==> src/rtl/store_buffer.sv <==
// rtl/store_buffer.sv - committed-store FIFO draining to data memory, with load disambiguation
// Optional load forwarding from the youngest matching store: define STORE_BUFFER_FWD_EN.
module store_buffer #(
  parameter int SB_DEPTH    = 2,
  parameter int SB_NUM_ELEM = 2**SB_DEPTH
) (
  input  logic        clk,
  input  logic        rst,
  input  logic        sb_push,
  input  logic [31:0] sb_push_addr,
  input  logic [3:0]  sb_push_wmask,
  input  logic [31:0] sb_push_wdata,
  output logic        store_buffer_full,
  output logic        store_buffer_empty,
  output logic [31:0] dmem_addr,
  output logic [3:0]  dmem_wmask,
  output logic [31:0] dmem_wdata,
  output logic        dmem_write,
  input  logic        dmem_resp,
  input  logic [31:0] ld_addr,
  input  logic [3:0]  ld_rmask,
  output logic        ld_conflict,
  output logic        ld_fwd_hit,
  output logic [31:0] ld_fwd_data
);

  typedef enum logic {
    IDLE  = 1'b0,
    WRITE = 1'b1
  } state_e;

  state_e                   state_q;
  logic [SB_DEPTH-1:0]      head_q;
  logic [SB_DEPTH-1:0]      tail_q;
  logic [SB_DEPTH:0]        count_q;
  logic [SB_DEPTH:0]        count_d;
  logic [SB_NUM_ELEM-1:0]   valid_q;
  logic [29:0]              word_q  [SB_NUM_ELEM];
  logic [3:0]               wmask_q [SB_NUM_ELEM];
  logic [31:0]              wdata_q [SB_NUM_ELEM];

  logic push_ok;
  logic drain;
  logic in_flight;

  // Byte offset is carried by the lane-aligned mask, so only the word address is kept.
  logic unused_addr_lsb;
  assign unused_addr_lsb = ^{sb_push_addr[1:0], ld_addr[1:0]};

  assign store_buffer_full  = (count_q == (SB_DEPTH+1)'(SB_NUM_ELEM));
  assign store_buffer_empty = (count_q == '0) && (state_q == IDLE);
  assign push_ok            = sb_push && !store_buffer_full;
  assign in_flight          = (state_q == WRITE);
  assign drain              = in_flight && dmem_resp;

  always_comb begin
    count_d = count_q;
    case ({push_ok, drain})
      2'b10:   count_d = count_q + (SB_DEPTH+1)'(1);
      2'b01:   count_d = count_q - (SB_DEPTH+1)'(1);
      default: count_d = count_q;
    endcase
  end

  always_ff @(posedge clk or negedge rst) begin
    if (!rst) begin
      state_q <= IDLE;
      head_q  <= '0;
      tail_q  <= '0;
      count_q <= '0;
      valid_q <= '0;
    end else begin
      if (push_ok) begin
        valid_q[tail_q] <= 1'b1;
        tail_q          <= tail_q + SB_DEPTH'(1);
      end
      if (drain) begin
        valid_q[head_q] <= 1'b0;
        head_q          <= head_q + SB_DEPTH'(1);
      end
      count_q <= count_d;
      case (state_q)
        IDLE:    if (count_q != '0) state_q <= WRITE;
        WRITE:   if (dmem_resp) state_q <= IDLE;
        default: state_q <= IDLE;
      endcase
    end
  end

  always_ff @(posedge clk) begin
    if (push_ok) begin
      word_q[tail_q]  <= sb_push_addr[31:2];
      wmask_q[tail_q] <= sb_push_wmask;
      wdata_q[tail_q] <= sb_push_wdata;
    end
  end

  // Head is only presented while a write is outstanding, which also zeroes it under reset.
  assign dmem_write = in_flight;
  assign dmem_addr  = in_flight ? {word_q[head_q], 2'b00} : '0;
  assign dmem_wmask = in_flight ? wmask_q[head_q] : '0;
  assign dmem_wdata = in_flight ? wdata_q[head_q] : '0;

  always_comb begin
    ld_conflict = 1'b0;
    for (int i = 0; i < SB_NUM_ELEM; i++) begin
      if (valid_q[i] && (word_q[i] == ld_addr[31:2]) && |(wmask_q[i] & ld_rmask))
        ld_conflict = 1'b1;
    end
  end

`ifdef STORE_BUFFER_FWD_EN
  logic [SB_DEPTH-1:0] fwd_idx;
  logic                fwd_found;
  logic [3:0]          fwd_mask;
  logic [31:0]         fwd_data;

  // Walk oldest to youngest so the last matching word wins.
  always_comb begin
    fwd_idx   = head_q;
    fwd_found = 1'b0;
    fwd_mask  = '0;
    fwd_data  = '0;
    for (int k = 0; k < SB_NUM_ELEM; k++) begin
      fwd_idx = head_q + SB_DEPTH'(k);
      if (valid_q[fwd_idx] && (word_q[fwd_idx] == ld_addr[31:2])) begin
        fwd_found = 1'b1;
        fwd_mask  = wmask_q[fwd_idx];
        fwd_data  = wdata_q[fwd_idx];
      end
    end
  end

  assign ld_fwd_hit  = fwd_found && ((fwd_mask & ld_rmask) == ld_rmask);
  assign ld_fwd_data = ld_fwd_hit ? fwd_data : '0;
`else
  assign ld_fwd_hit  = 1'b0;
  assign ld_fwd_data = '0;
`endif

endmodule

==> config.mk <==
export PLATFORM = sky130hd
export DESIGN_NAME = store_buffer
export DESIGN_NICKNAME = d
export VERILOG_FILES = /design/src/rtl/store_buffer.sv
export SDC_FILE = /design/constraint.sdc
export NUM_CORES = 1
export LEC_CHECK = 0
export ABC_AREA = 0
export BUFFER_PORTS_ARGS = -buffer_cell sky130_fd_sc_hd__buf_4
export CAP_MARGIN = 10
export CORE_MARGIN = 3
export CORE_UTILIZATION = 55
export CTS_CLUSTER_DIAMETER = 40
export DETAILED_ROUTE_END_ITERATION = 10
export PLACE_DENSITY = 0.8
export SYNTH_ARGS = -nofsm -noshare
export SYNTH_HDL_FRONTEND = slang
export SYNTH_SLANG_ARGS = --single-unit
==> constraint.sdc <==
create_clock -name clk -period 3.6 [get_ports clk]
set_input_delay 0.54 -clock clk [delete_from_list [all_inputs] [get_ports clk]]
set_output_delay 0.54 -clock clk [all_outputs]
set_load 0.005 [all_outputs]
==> Implementation_results.wiki, run 1 <==
{| class="wikitable"
! Metric !! Value
|-
| # fillers || 1409
|-
| Maximum number of buffers from clock root to sink || 3
|-
| Slowest cell on crit path || sky130_fd_sc_hd__dfrtp_4
|-
| Pin count of the biggest net entering global routing || 39
|-
| Total of max-cap violations || 0
|-
| Endpoint kind of the worst setup timing path || output pin
|-
| Die Area || roughly 0.024 mm^2
|-
| Max VDD drop || slightly below 500 uV
|-
| IO Port Bufs || ~170
|-
| Setup repair after global routing missed its margin || false
|-
| Die Wd || 156 um
|-
| HPWL after DPL || between 15000 and 20000 um
|-
| CTS Buf Count || 34
|-
| Routed vias || 6722
|-
| Register-to-register setup slack || 1.19 ns
|-
| Clock tree from TritonCTS || done
|-
| Biggest area contributors in the synthesized netlist || sky130_fd_sc_hd__edfxtp_1, sky130_fd_sc_hd__mux4_2, sky130_fd_sc_hd__xnor2_1
|-
| Arrival time at the worst endpoint || about 2.5 ns
|-
| Total detailed-routing wirelength || 26900 um
|-
| Pwr Density || between 700 and 800 mW/mm^2
|-
| Number of placement rows || 54
|-
| Clock latency on the worst-skew pair || 0.50 ns
|-
| Final Hold Vio Count || 0
|-
| Flip-flop and latch count after synthesis || 276
|-
| Clock sink count || 276
|-
| Post-detailed-route via-to-cell ratio || 5.67
|-
| Post-synthesis instance area || approximately 0.012 mm^2
|-
| Utilization of the core after routing || 0.680
|-
| Total congestion overflow || 0
|-
| Routability cong. || 0.878
|-
| Final period util || 0.833
|-
| PnR worst setup slack || 0.600 ns
|-
| Peak clock frequency supported by timing || roughly 0.33 GHz
|-
| Maximum single-stage delay on the critical path || between 0.7 and 0.8 ns
|-
| GRT Resource Usage Total || 0.221
|-
| Final setup TNS || 0 ns
|-
| Detailed-route wire length per cell || 22.7 um
|-
| Kind of critical path || register to output pin
|-
| Synthesis Warnings || 0
|-
| Number of antenna violations at the first check in global routing || 1
|-
| Starting density of the core || 0.565
|-
| Number of unique standard cell types used by synthesis || 29
|-
| Min-Delay Path Class || primary input to register
|-
| Worst reg2reg endpoint || wdata_q[3][22]
|-
| Layout overhead on the synthesized area || 20.5%
|-
| First-pass GRT wire length || 40200 um
|-
| Hold worst-path end || wmask_q[0][3]
|-
| Worst Min Path Start || sb_push_wmask[3]
|-
| H-tree levels || 2
|-
| I/O Pins || between 200 and 250
|-
| Vias in the first global route || between 6000 and 7000
|-
| Period minus WS final || 3.00 ns
|-
| Family with the most delay on the worst path || flip-flops
|-
| Run status || completed
|-
| Slew at the pin closest to its max-slew limit || 0.647 ns
|-
| Mean area per synthesized cell || 17.4 um^2
|-
| Antenna cell count || 0
|-
| Largest area contributor in the netlist || sky130_fd_sc_hd__edfxtp_1
|-
| Setup bufs post-CTS || 0
|-
| Fraction of layout instances using a drive strength above 1 || 0.340
|-
| Data required time of the worst path || 3.06 ns
|-
| Most used cells in the layout excluding fill and tap cells || sky130_fd_sc_hd__edfxtp_1, sky130_fd_sc_hd__buf_4, sky130_fd_sc_hd__xnor2_1
|-
| Max_slew headroom || 0.568
|-
| Final Max Slew Viols || 0
|-
| Layout net count || 998
|-
| Setup crit start kind || register
|-
| Share of the synthesized area in the top cell type || 0.639
|-
| Largest fanout of any net on the critical path || 28
|-
| Post-placement setup slack || 1.06 ns
|-
| Worst Reg2Reg Path Length in Cells || 5
|-
| DRC || 0
|-
| Initial DRC Count || 511
|-
| Commonest non-fill, non-tap cell in the layout || sky130_fd_sc_hd__edfxtp_1
|-
| Cells along the critical path || buf_4, mux4_2, and2_1, buf_4
|-
| Share of the yosys chip area belonging to registers || 0.664
|-
| Leakage power || 5.24 nW
|-
| Placeable core region || between 0.02 and 0.025 mm^2
|-
| Overall die height || 156 um
|-
| Clock Tree Root || sky130_fd_sc_hd__clkbuf_16
|-
| Remaining number of nets flagged by the antenna check after routing || 0
|-
| Detailed Routing Iterations Pass 1 || 7
|-
| Clock Skews || 0.00978 ns
|-
| Critical path buffers and inverters || 2
|-
| Total of endpoints with negative setup slack in the final report || 0
|-
| Clock transition time at the flip-flop clock pins of the worst setup and hold paths || 0.06 ns
|-
| Most frequent cell on the critical path || sky130_fd_sc_hd__buf_4
|-
| Number of cells on the worst hold path || 1
|-
| Cells after synthesis || about 710
|-
| Logic depth of the worst setup path including buffers || 4
|-
| Startpoint of the worst-slack reg-to-reg timing path || count_q[0]
|}
==> timing repair <==
| item | 4_1_cts | 5_1_grt |
|---|---|---|
| endpoints found under the hold margin | 12 | 0 |
| gates resized for setup | 0 | 0 |
| hold buffers | 1 | 0 |
==> report_power, final <==
group / internal, W / switching, W / leakage [nW]
Combinational: 0.00194 / 0.00156 / 2.14
Sequential: 0.00426 / 0.000424 / 2.55
Clock: 0.00204 / 0.00125 / 0.545
Total: 0.00824 / 0.00324 / 5.24
==> kinds of logic (layout without fill, tap and decap cells) <==
family / after synthesis / count (layout) / share of synthesized area
DFF: 276 / 276 / 0.664
adders and majority gates: 10 / 10 / 0.0107
xor gates and xnor gates: 125 / 125 / 0.0883
AOI/OAI and AO/OA: 14 / 14 / 0.00928
and+or+nand+nor: 123 / 123 / 0.0605
buffers and inverters: 96 / 256 / 0.0466
other: 1 / 35 / 0.000302
muxes: 67 / 67 / 0.121
==> registers in the layout (all words and copies together), names as in the netlist <==
name / flops
word_q: 120
head_q: 2
wmask_q: 16
valid_q: 4
tail_q: 2
dmem_write: 1
count_q: 3
wdata_q: 128
==> layout make-up <==
cell class | count | area, um^2 | share of cell area
clock inverters | 19 | 161 | 0.0108
inverters | 8 | 30.0 | 0.00201
clock buffers | 43 | 958 | 0.0642
repair buffers | 186 | 1470 | 0.0987
multi-input cells | 374 | 3730 | 0.250
well taps | 280 | 350 | 0.0235
flip-flops and latches | 276 | 8230 | 0.551
==> through the flow <==
| step | hold WS [ns] | area (um^2) | std cells | power (W) |
|---|---|---|---|---|
| after floorplan | 0.244 | 12500 | 746 | 0.00688 |
| after global placement | 0.388 | 13800 | 1123 | 0.00822 |
| after detailed placement | 0.390 | 13800 | 1123 | 0.00830 |
| after CTS | 0.215 | 14900 | 1186 | 0.0116 |
| after global routing | 0.223 | 14900 | 1186 | 0.0120 |
| final | 0.238 | 14900 | 1186 | 0.0115 |
==> per-layer routing <==
metal	GRT usage	routed length, um	vias to the layer above
met2	0.359	13100	326
li1	-	-	2972
met5	0	12	-
met4	0.0775	886	2
met1	0.286	10200	3358
met3	0.0699	2720	64
==> Yosys cell counts <==
cell / instances
sky130_fd_sc_hd__a221oi_1: 4
sky130_fd_sc_hd__nand2_1: 2
sky130_fd_sc_hd__buf_4: 37
sky130_fd_sc_hd__nand4_1: 29
sky130_fd_sc_hd__a22o_1: 4
sky130_fd_sc_hd__and2_1: 71
sky130_fd_sc_hd__nor2b_1: 1
sky130_fd_sc_hd__xor2_1: 14
sky130_fd_sc_hd__a2bb2oi_1: 4
sky130_fd_sc_hd__buf_12: 4
sky130_fd_sc_hd__buf_2: 5
sky130_fd_sc_hd__nor4_1: 9
sky130_fd_sc_hd__mux4_2: 66
sky130_fd_sc_hd__conb_1: 1
sky130_fd_sc_hd__buf_6: 1
sky130_fd_sc_hd__clkbuf_1: 37
sky130_fd_sc_hd__mux2i_1: 1
sky130_fd_sc_hd__o21ai_0: 2
sky130_fd_sc_hd__buf_1: 4
sky130_fd_sc_hd__ha_1: 9
sky130_fd_sc_hd__nand3_1: 4
sky130_fd_sc_hd__edfxtp_1: 264
sky130_fd_sc_hd__fa_1: 1
sky130_fd_sc_hd__dfrtp_1: 12
sky130_fd_sc_hd__nor3_1: 4
sky130_fd_sc_hd__and3_1: 1
sky130_fd_sc_hd__xnor2_1: 111
sky130_fd_sc_hd__inv_1: 8
sky130_fd_sc_hd__nor2_1: 2
==> how the worst max path moves through the flow <==
stage               endpoint        start  slack [ns]
2_1_floorplan  wdata_q[0][0]   count_q[0]        0.64
3_3_place_gp     ld_conflict  ld_addr[15]        1.06
3_5_place_dp   dmem_addr[10]    head_q[0]        1.06
4_1_cts        dmem_addr[10]    head_q[0]        0.52
5_1_grt        dmem_addr[10]    head_q[0]        0.45
6_report       dmem_addr[10]    head_q[0]        0.60
Note: power is estimated with default switching activity, not from simulation.
==> inputs of run 2 (changes only) <==
ABC_AREA = 1   (was 0)
clock period = 3 ns   (was 3.6 ns; I/O delays follow)
==> run 2 against run 1 <==
Net effect:
- worst hold slack got worse by 0.11 ns
- non-clock buffer count increased by 7
- sequential share of layout area decreased by 3.0 points
- register-to-register slack got worse by 0.24 ns
- total power increased by 31%
- largest cell class unchanged
- highest routed layer is now met4
==> Implementation_results.wiki, run 2 <==
{| class="wikitable"
! Metric !! Value
|-
| Max VDD drop || slightly above 800 uV
|-
| Setup bufs post-CTS || 0
|-
| Total congestion overflow || 0
|-
| Share of the synthesized area in the top cell type || 0.606
|-
| Adder-cell area share of the yosys netlist || 0.0101
|-
| Post-detailed-route via-to-cell ratio || 5.48
|-
| Arrival time at the worst endpoint || 2.20 ns
|-
| Antenna cell count || 0
|-
| Post-placement setup slack || 0.902 ns
|-
| Commonest non-fill, non-tap cell in the layout || sky130_fd_sc_hd__edfxtp_1
|-
| Register containing the most flip-flops in the final layout || wdata_q
|-
| PnR worst setup slack || 0.349 ns
|-
| Startpoint of the worst-slack reg-to-reg timing path || count_q[0]
|-
| I/O Pins || 213
|-
| Biggest area contributors in the synthesized netlist || sky130_fd_sc_hd__edfxtp_1, sky130_fd_sc_hd__nor2_1, sky130_fd_sc_hd__nand2_1
|-
| Setup repair after global routing missed its margin || false
|-
| Post-synth top flop || sky130_fd_sc_hd__edfxtp_1
|-
| Maximum single-stage delay on the critical path || 0.49 ns
|-
| Cells after synthesis || 1299
|-
| Family with the most delay on the worst path || buffers and inverters
|-
| Mean area per synthesized cell || 10.1 um^2
|-
| Clock transition time at the flip-flop clock pins of the worst setup and hold paths || about 0.05 ns
|-
| Main combinational cell family by area after synthesis || simple AND/OR/NAND/NOR gates
|-
| Most used standard cells in the synthesized netlist || sky130_fd_sc_hd__edfxtp_1, sky130_fd_sc_hd__nor2_1, sky130_fd_sc_hd__nand2_1
|-
| Routed vias || ~10000
|-
| Clock Skews || roughly 0.027 ns
|-
| Run status || completed
|-
| Min-Delay Path Class || primary input to register
|-
| Detailed-route wire length per cell || 18.7 um
|-
| Final Hold Vio Count || 0
|-
| Peak clock frequency supported by timing || 0.377 GHz
|-
| Multiplexer area fraction after synthesis || 0
|-
| Pin count of the biggest net entering global routing || 87
|-
| Worst Min Path Start || sb_push_wdata[19]
|-
| Post-Synth XOR/XNOR Area || 0.0322
|-
| Number of enable flip-flop cells after synthesis || 264
|-
| Routability cong. || 0.982
|-
| Period minus WS final || 2.65 ns
|-
| Total of endpoints with negative setup slack in the final report || 0
|-
| Total of max-cap violations || 0
|-
| Slowest cell on crit path || sky130_fd_sc_hd__dfrtp_4
|-
| First-pass GRT wire length || 51500 um
|-
| Total detailed-routing wirelength || 33900 um
|-
| Number of unique standard cell types used by synthesis || 29
|-
| Clock sink count || 276
|-
| Placeable core region || 0.0230 mm^2
|-
| Post-Route Hold Slack || 0.130 ns
|-
| Final period util || 0.884
|-
| Layout overhead on the synthesized area || 20.8%
|-
| Post-synthesis instance area || 0.0131 mm^2
|-
| H-tree levels || 2
|-
| Flip-flop and latch count after synthesis || around 280
|-
| Number of placement rows || 55
|-
| Final setup TNS || 0 ns
|-
| Clock tree from TritonCTS || done
|-
| Most used cells in the layout excluding fill and tap cells || sky130_fd_sc_hd__edfxtp_1, sky130_fd_sc_hd__nor2_1, sky130_fd_sc_hd__nand2_1
|-
| Largest fanout of any net on the critical path || 52
|-
| Fraction of layout instances using a drive strength above 1 || 0.180
|-
| Initial DRC Count || 940
|-
| Kind of critical path || register to output pin
|-
| Max FFs per register || 128
|-
| Number of antenna violations at the first check in global routing || 0
|-
| HPWL after DPL || roughly 22000 um
|-
| Utilization of the core after routing || 0.687
|-
| Slew at the pin closest to its max-slew limit || 0.651 ns
|-
| Most repeated cell in the gate-level netlist after synthesis || sky130_fd_sc_hd__edfxtp_1
|-
| Final Max Slew Viols || 0
|-
| GRT Resource Usage Total || 0.257
|-
| Share of the yosys chip area belonging to registers || 0.629
|-
| Setup crit start kind || register
|-
| Cells along the critical path || buf_4, nor2_1, nor2_1, o21ai_0, a21oi_1, buf_4
|-
| Timing startpoint of the critical path || head_q[0]
|-
| Max_slew headroom || 0.565
|-
| Data required time of the worst path || approximately 2.6 ns
|-
| Pwr Density || 953 mW/mm^2
|-
| Compound-Gate Fraction of Synth Area || 0.110
|-
| Detailed Routing Iterations Pass 1 || 7
|-
| Synthesis Warnings || 0
|-
| Async S/R FF share, synth || 0.0435
|-
| Critical path buffers and inverters || 2
|-
| Post-layout power || 0.0151 W
|-
| IO Port Bufs || around 170
|-
| DRC || 0
|-
| Synth Area in Simple Gates || 0.143
|-
| Largest area contributor in the netlist || sky130_fd_sc_hd__edfxtp_1
|-
| Die Wd || 160 um
|-
| Endpoint kind of the worst setup timing path || output pin
|-
| Maximum number of buffers from clock root to sink || 3
|-
| Remaining number of nets flagged by the antenna check after routing || 0
|-
| Top flop regs || wdata_q (128), word_q (120), wmask_q (16)
|-
| Clock latency on the worst-skew pair || 0.51 ns
|-
| Overall die height || 160 um
|-
| Starting density of the core || 0.569
|-
| Clock Tree Root || sky130_fd_sc_hd__clkbuf_16
|-
| Leakage power || 6.41 nW
|-
| Vias in the first global route || 9715
|-
| CTS Buf Count || 37
|-
| Layout net count || 1594
|-
| Die Area || approximately 0.026 mm^2
|}
[run 2: cell types whose count changed in the layout (fill, tap and decap cells not counted), sizes merged, moves of 5 or more]
cell    previous run  this run
a21oi              0       111
and2              71         0
buf              185       192
inv               10       111
mux4              66         0
nand2              2       229
nand3              4        12
nand4             29         0
nor2               2       243
nor4               9         1
o211ai             0         9
o21ai              2       154
xnor2            111        29
xor2              14        19
[run 2: what timing repair did]
action,4_1_cts,5_1_grt
hold endpoints to repair,12,0
setup endpoints to repair,0,0
resized for setup,0,0
hold buffers,1,0
[run 2: kinds of logic after synthesis]
group / after synthesis
and+or+nand+nor: 490
AOI/OAI and AO/OA: 279
DFF: 276
buffers and inverters: 195
xor gates and xnor gates: 48
adders and majority gates: 10
other: 1
[run 2: metal layers]
layer | up-vias | part of all wire | track usage
met3 | 86 | 0.11 | 0.0703
met2 | 589 | 0.49 | 0.437
li1 | 4653 | - | -
met5 | - | 0 | 0
met4 | 0 | 0.034 | 0.102
met1 | 4622 | 0.37 | 0.314
[run 2: final timing paths]
path / end / slack (ns) / depth (start not counted)
setup / recovery: dmem_wdata[16] / 0.35 / 6
hold / removal: wdata_q[1][19] / 0.13 / 1
setup reg to reg: count_q[2] / 0.95 / 9
hold reg to reg: count_q[2] / 0.50 / 1
max in group asynchronous: head_q[0] / 2.46 / 2
min in group asynchronous: tail_q[1] / 0.34 / 2
[run 2: area by class of cell]
class | instances | area, um^2
flip-flops and latches | 276 | 8230
fillers | 1699 | 7190
multi-input cells | 862 | 4020
repair buffers | 193 | 1500
clock buffers | 41 | 983
inverters | 106 | 400
well taps | 313 | 392
clock inverters | 24 | 269
[run 2: power breakdown]
| part | total [W] | internal, W | switching [W] | leakage [nW] |
|---|---|---|---|---|
| registers | 0.00546 | 0.00512 | 0.000342 | 2.55 |
| clock network | 0.00437 | 0.00274 | 0.00163 | 0.620 |
| logic | 0.00523 | 0.00199 | 0.00324 | 3.23 |
| total | 0.0151 | 0.00985 | 0.00521 | 6.41 |
[run 2: through the flow]
stage,area [um^2],instances
floorplan,13200,1333
global placement,14500,1749
detailed placement,14500,1749
CTS,15800,1815
global route,15800,1815
finish,15800,1815
==> inputs of run 3 (changes only) <==
CORE_MARGIN = unset   (was 3)
==> run 3 against run 2 <==
Net effect:
- count of clock-buffer cells in the layout increased by 3
- core utilization decreased by 1.4 points
- critical path depth unchanged
- combinational power decreased by 0.8%
- maximum frequency decreased by 3.6%
- die area decreased by 4.9%
- clock power decreased by 3%
- final cell count increased by 0.33%
- critical endpoint is now dmem_wdata[7]
- total power decreased by 1.3%
==> Implementation_results.wiki, run 3 (same netlist as run 2, synthesis figures left out) <==
{| class="wikitable"
! Metric !! Value
|-
| Run status || completed
|-
| Max_slew headroom || 0.542
|-
| Largest fanout of any net on the critical path || 29
|-
| PnR worst setup slack || between 0.2 and 0.3 ns
|-
| Max VDD drop || 654 uV
|-
| Clock sink count || 276
|-
| Starting density of the core || 0.559
|-
| Setup crit start kind || register
|-
| Vias in the first global route || ~9400
|-
| Final Hold Vio Count || 0
|-
| Overall die height || 156 um
|-
| Total of max-cap violations || 0
|-
| Data required time of the worst path || 2.55 ns
|-
| Startpoint of the worst-slack reg-to-reg timing path || count_q[0]
|-
| Register-to-register setup slack || 0.94 ns
|-
| Leakage power || about 6.4 nW
|-
| Worst Reg2Reg Path Length in Cells || 9
|-
| Clock Skews || approximately 0.015 ns
|-
| Fraction of layout instances using a drive strength above 1 || 0.177
|-
| Arrival time at the worst endpoint || 2.30 ns
|-
| Setup repair after global routing missed its margin || false
|-
| HPWL after DPL || 21600 um
|-
| Endpoint kind of the worst setup timing path || output pin
|-
| Placeable core region || 0.0234 mm^2
|-
| IO Port Bufs || between 150 and 200
|-
| Clock tree from TritonCTS || done
|-
| Detailed-route wire length per cell || 18.2 um
|-
| GRT Resource Usage Total || 0.275
|-
| Commonest non-fill, non-tap cell in the layout || sky130_fd_sc_hd__edfxtp_1
|-
| Number of cells on the worst hold path || 1
|-
| H-tree levels || 2
|-
| Final period util || 0.917
|-
| Routability cong. || 0.992
|-
| Max FFs per register || around 130
|-
| Hold worst-path end || wdata_q[3][12]
|-
| Die Wd || 156 um
|-
| Clock transition time at the flip-flop clock pins of the worst setup and hold paths || 0.06 ns
|-
| Remaining number of nets flagged by the antenna check after routing || 0
|-
| Pin count of the biggest net entering global routing || between 100 and 150
|-
| Most used cells in the layout excluding fill and tap cells || sky130_fd_sc_hd__edfxtp_1, sky130_fd_sc_hd__nor2_1, sky130_fd_sc_hd__nand2_1
|-
| Worst reg2reg endpoint || count_q[2]
|-
| Top flop regs || wdata_q (128), word_q (120), wmask_q (16)
|-
| Number of placement rows || 56
|-
| Slew at the pin closest to its max-slew limit || 0.685 ns
|-
| Post-layout power || 0.0149 W
|-
| Post-route cell area || 0.0157 mm^2
|-
| Kind of critical path || register to output pin
|-
| Period minus WS final || between 2 and 3 ns
|-
| Post-placement setup slack || 0.772 ns
|-
| Pwr Density || 944 mW/mm^2
|-
| Total congestion overflow || 0
|-
| # fillers || 1764
|-
| Placement-stage cell area || 0.0145 mm^2
|-
| Clock latency on the worst-skew pair || 0.51 ns
|-
| First-pass GRT wire length || 50200 um
|-
| CTS Buf Count || 36
|-
| Die Area || 0.0244 mm^2
|-
| Detailed Routing Iterations Pass 1 || 7
|-
| Peak clock frequency supported by timing || 0.364 GHz
|-
| Maximum number of buffers from clock root to sink || 3
|-
| Register containing the most flip-flops in the final layout || wdata_q
|-
| Post-detailed-route via-to-cell ratio || 5.40
|-
| Min-Delay Path Class || primary input to register
|-
| Final Max Slew Viols || 0
|-
| Total of endpoints with negative setup slack in the final report || 0
|-
| I/O Pins || about 210
|-
| DRC || 0
|-
| Worst Min Path Start || sb_push_wdata[12]
|-
| Post_cts resized || 0
|-
| Layout net count || 1593
|-
| Clock Tree Root || sky130_fd_sc_hd__clkbuf_16
|-
| Initial DRC Count || 978
|-
| Total detailed-routing wirelength || between 30000 and 40000 um
|-
| Routed vias || 9841
|-
| Layout overhead on the synthesized area || 20.4%
|-
| Number of antenna violations at the first check in global routing || 1
|}
[run 3: changes by cell type in the layout (fill, tap and decap cells not counted), moves of 2 or more]
| cell | before | now |
|---|---|---|
| sky130_fd_sc_hd__clkinv_4 | 6 | 3 |
| sky130_fd_sc_hd__clkinvlp_4 | 0 | 2 |
| sky130_fd_sc_hd__inv_6 | 3 | 5 |
| sky130_fd_sc_hd__clkbuf_16 | 39 | 37 |
| sky130_fd_sc_hd__inv_8 | 3 | 0 |
| sky130_fd_sc_hd__clkbuf_1 | 2 | 6 |
[run 3: what timing repair did]
item,4_1_cts,5_1_grt
buffers inserted,0,0
hold buffers,1,0
endpoints found under the hold margin,12,0
[run 3: through the flow]
stage | setup TNS, ns | util | hold slack, ns | instances
floorplan | -245.98 | - | 0.154 | 1333
global placement | 0 | 0.621 | 0.300 | 1755
detailed placement | 0 | 0.621 | 0.304 | 1755
CTS | 0 | 0.673 | 0.124 | 1820
global route | 0 | 0.673 | 0.127 | 1821
finish | 0 | 0.673 | 0.139 | 1821
[run 3: worst max-delay path by stage]
| stage | startpoint | to | cells past startpoint |
|---|---|---|---|
| CTS | head_q[1] | dmem_wdata[31] | 6 |
| global route | head_q[1] | dmem_wdata[31] | 6 |
| floorplan | tail_q[0] | wdata_q[2][0] | 4 |
| detailed placement | head_q[1] | dmem_wdata[31] | 6 |
| global placement | head_q[1] | dmem_wdata[9] | 6 |
| finish | head_q[1] | dmem_wdata[7] | 6 |
[run 3: critical path, stage by stage (launching register included)]
cell                      delay, ns
sky130_fd_sc_hd__dfrtp_2       0.42
sky130_fd_sc_hd__inv_2         0.51
sky130_fd_sc_hd__buf_4         0.40
sky130_fd_sc_hd__nor2_1        0.09
sky130_fd_sc_hd__o21ai_0       0.09
sky130_fd_sc_hd__a21oi_1       0.11
sky130_fd_sc_hd__buf_4         0.15
[run 3: metal layers]
| metal | share of wire | wire (um) | global-route usage |
|---|---|---|---|
| met1 | 0.37 | 12400 | 0.335 |
| met2 | 0.49 | 16300 | 0.468 |
| met3 | 0.10 | 3390 | 0.0717 |
| met4 | 0.033 | 1080 | 0.108 |
| met5 | 0 | 0 | 0 |
[run 3: cell type report]
class	count	area, um^2	share of cell area
tap	319	399	0.0253
multi-input combinational	862	4020	0.255
antenna	1	2.50	0.000159
clock inverter	20	233	0.0148
clock buffer	44	962	0.0611
inverter	106	400	0.0254
sequential	276	8230	0.523
timing repair buffer	193	1500	0.0953
[run 3: where the power goes]
group,switching (W),internal [W]
Combinational,0.00322,0.00198
Clock,0.00158,0.00265
Sequential,0.000326,0.00511
Total,0.00512,0.00974
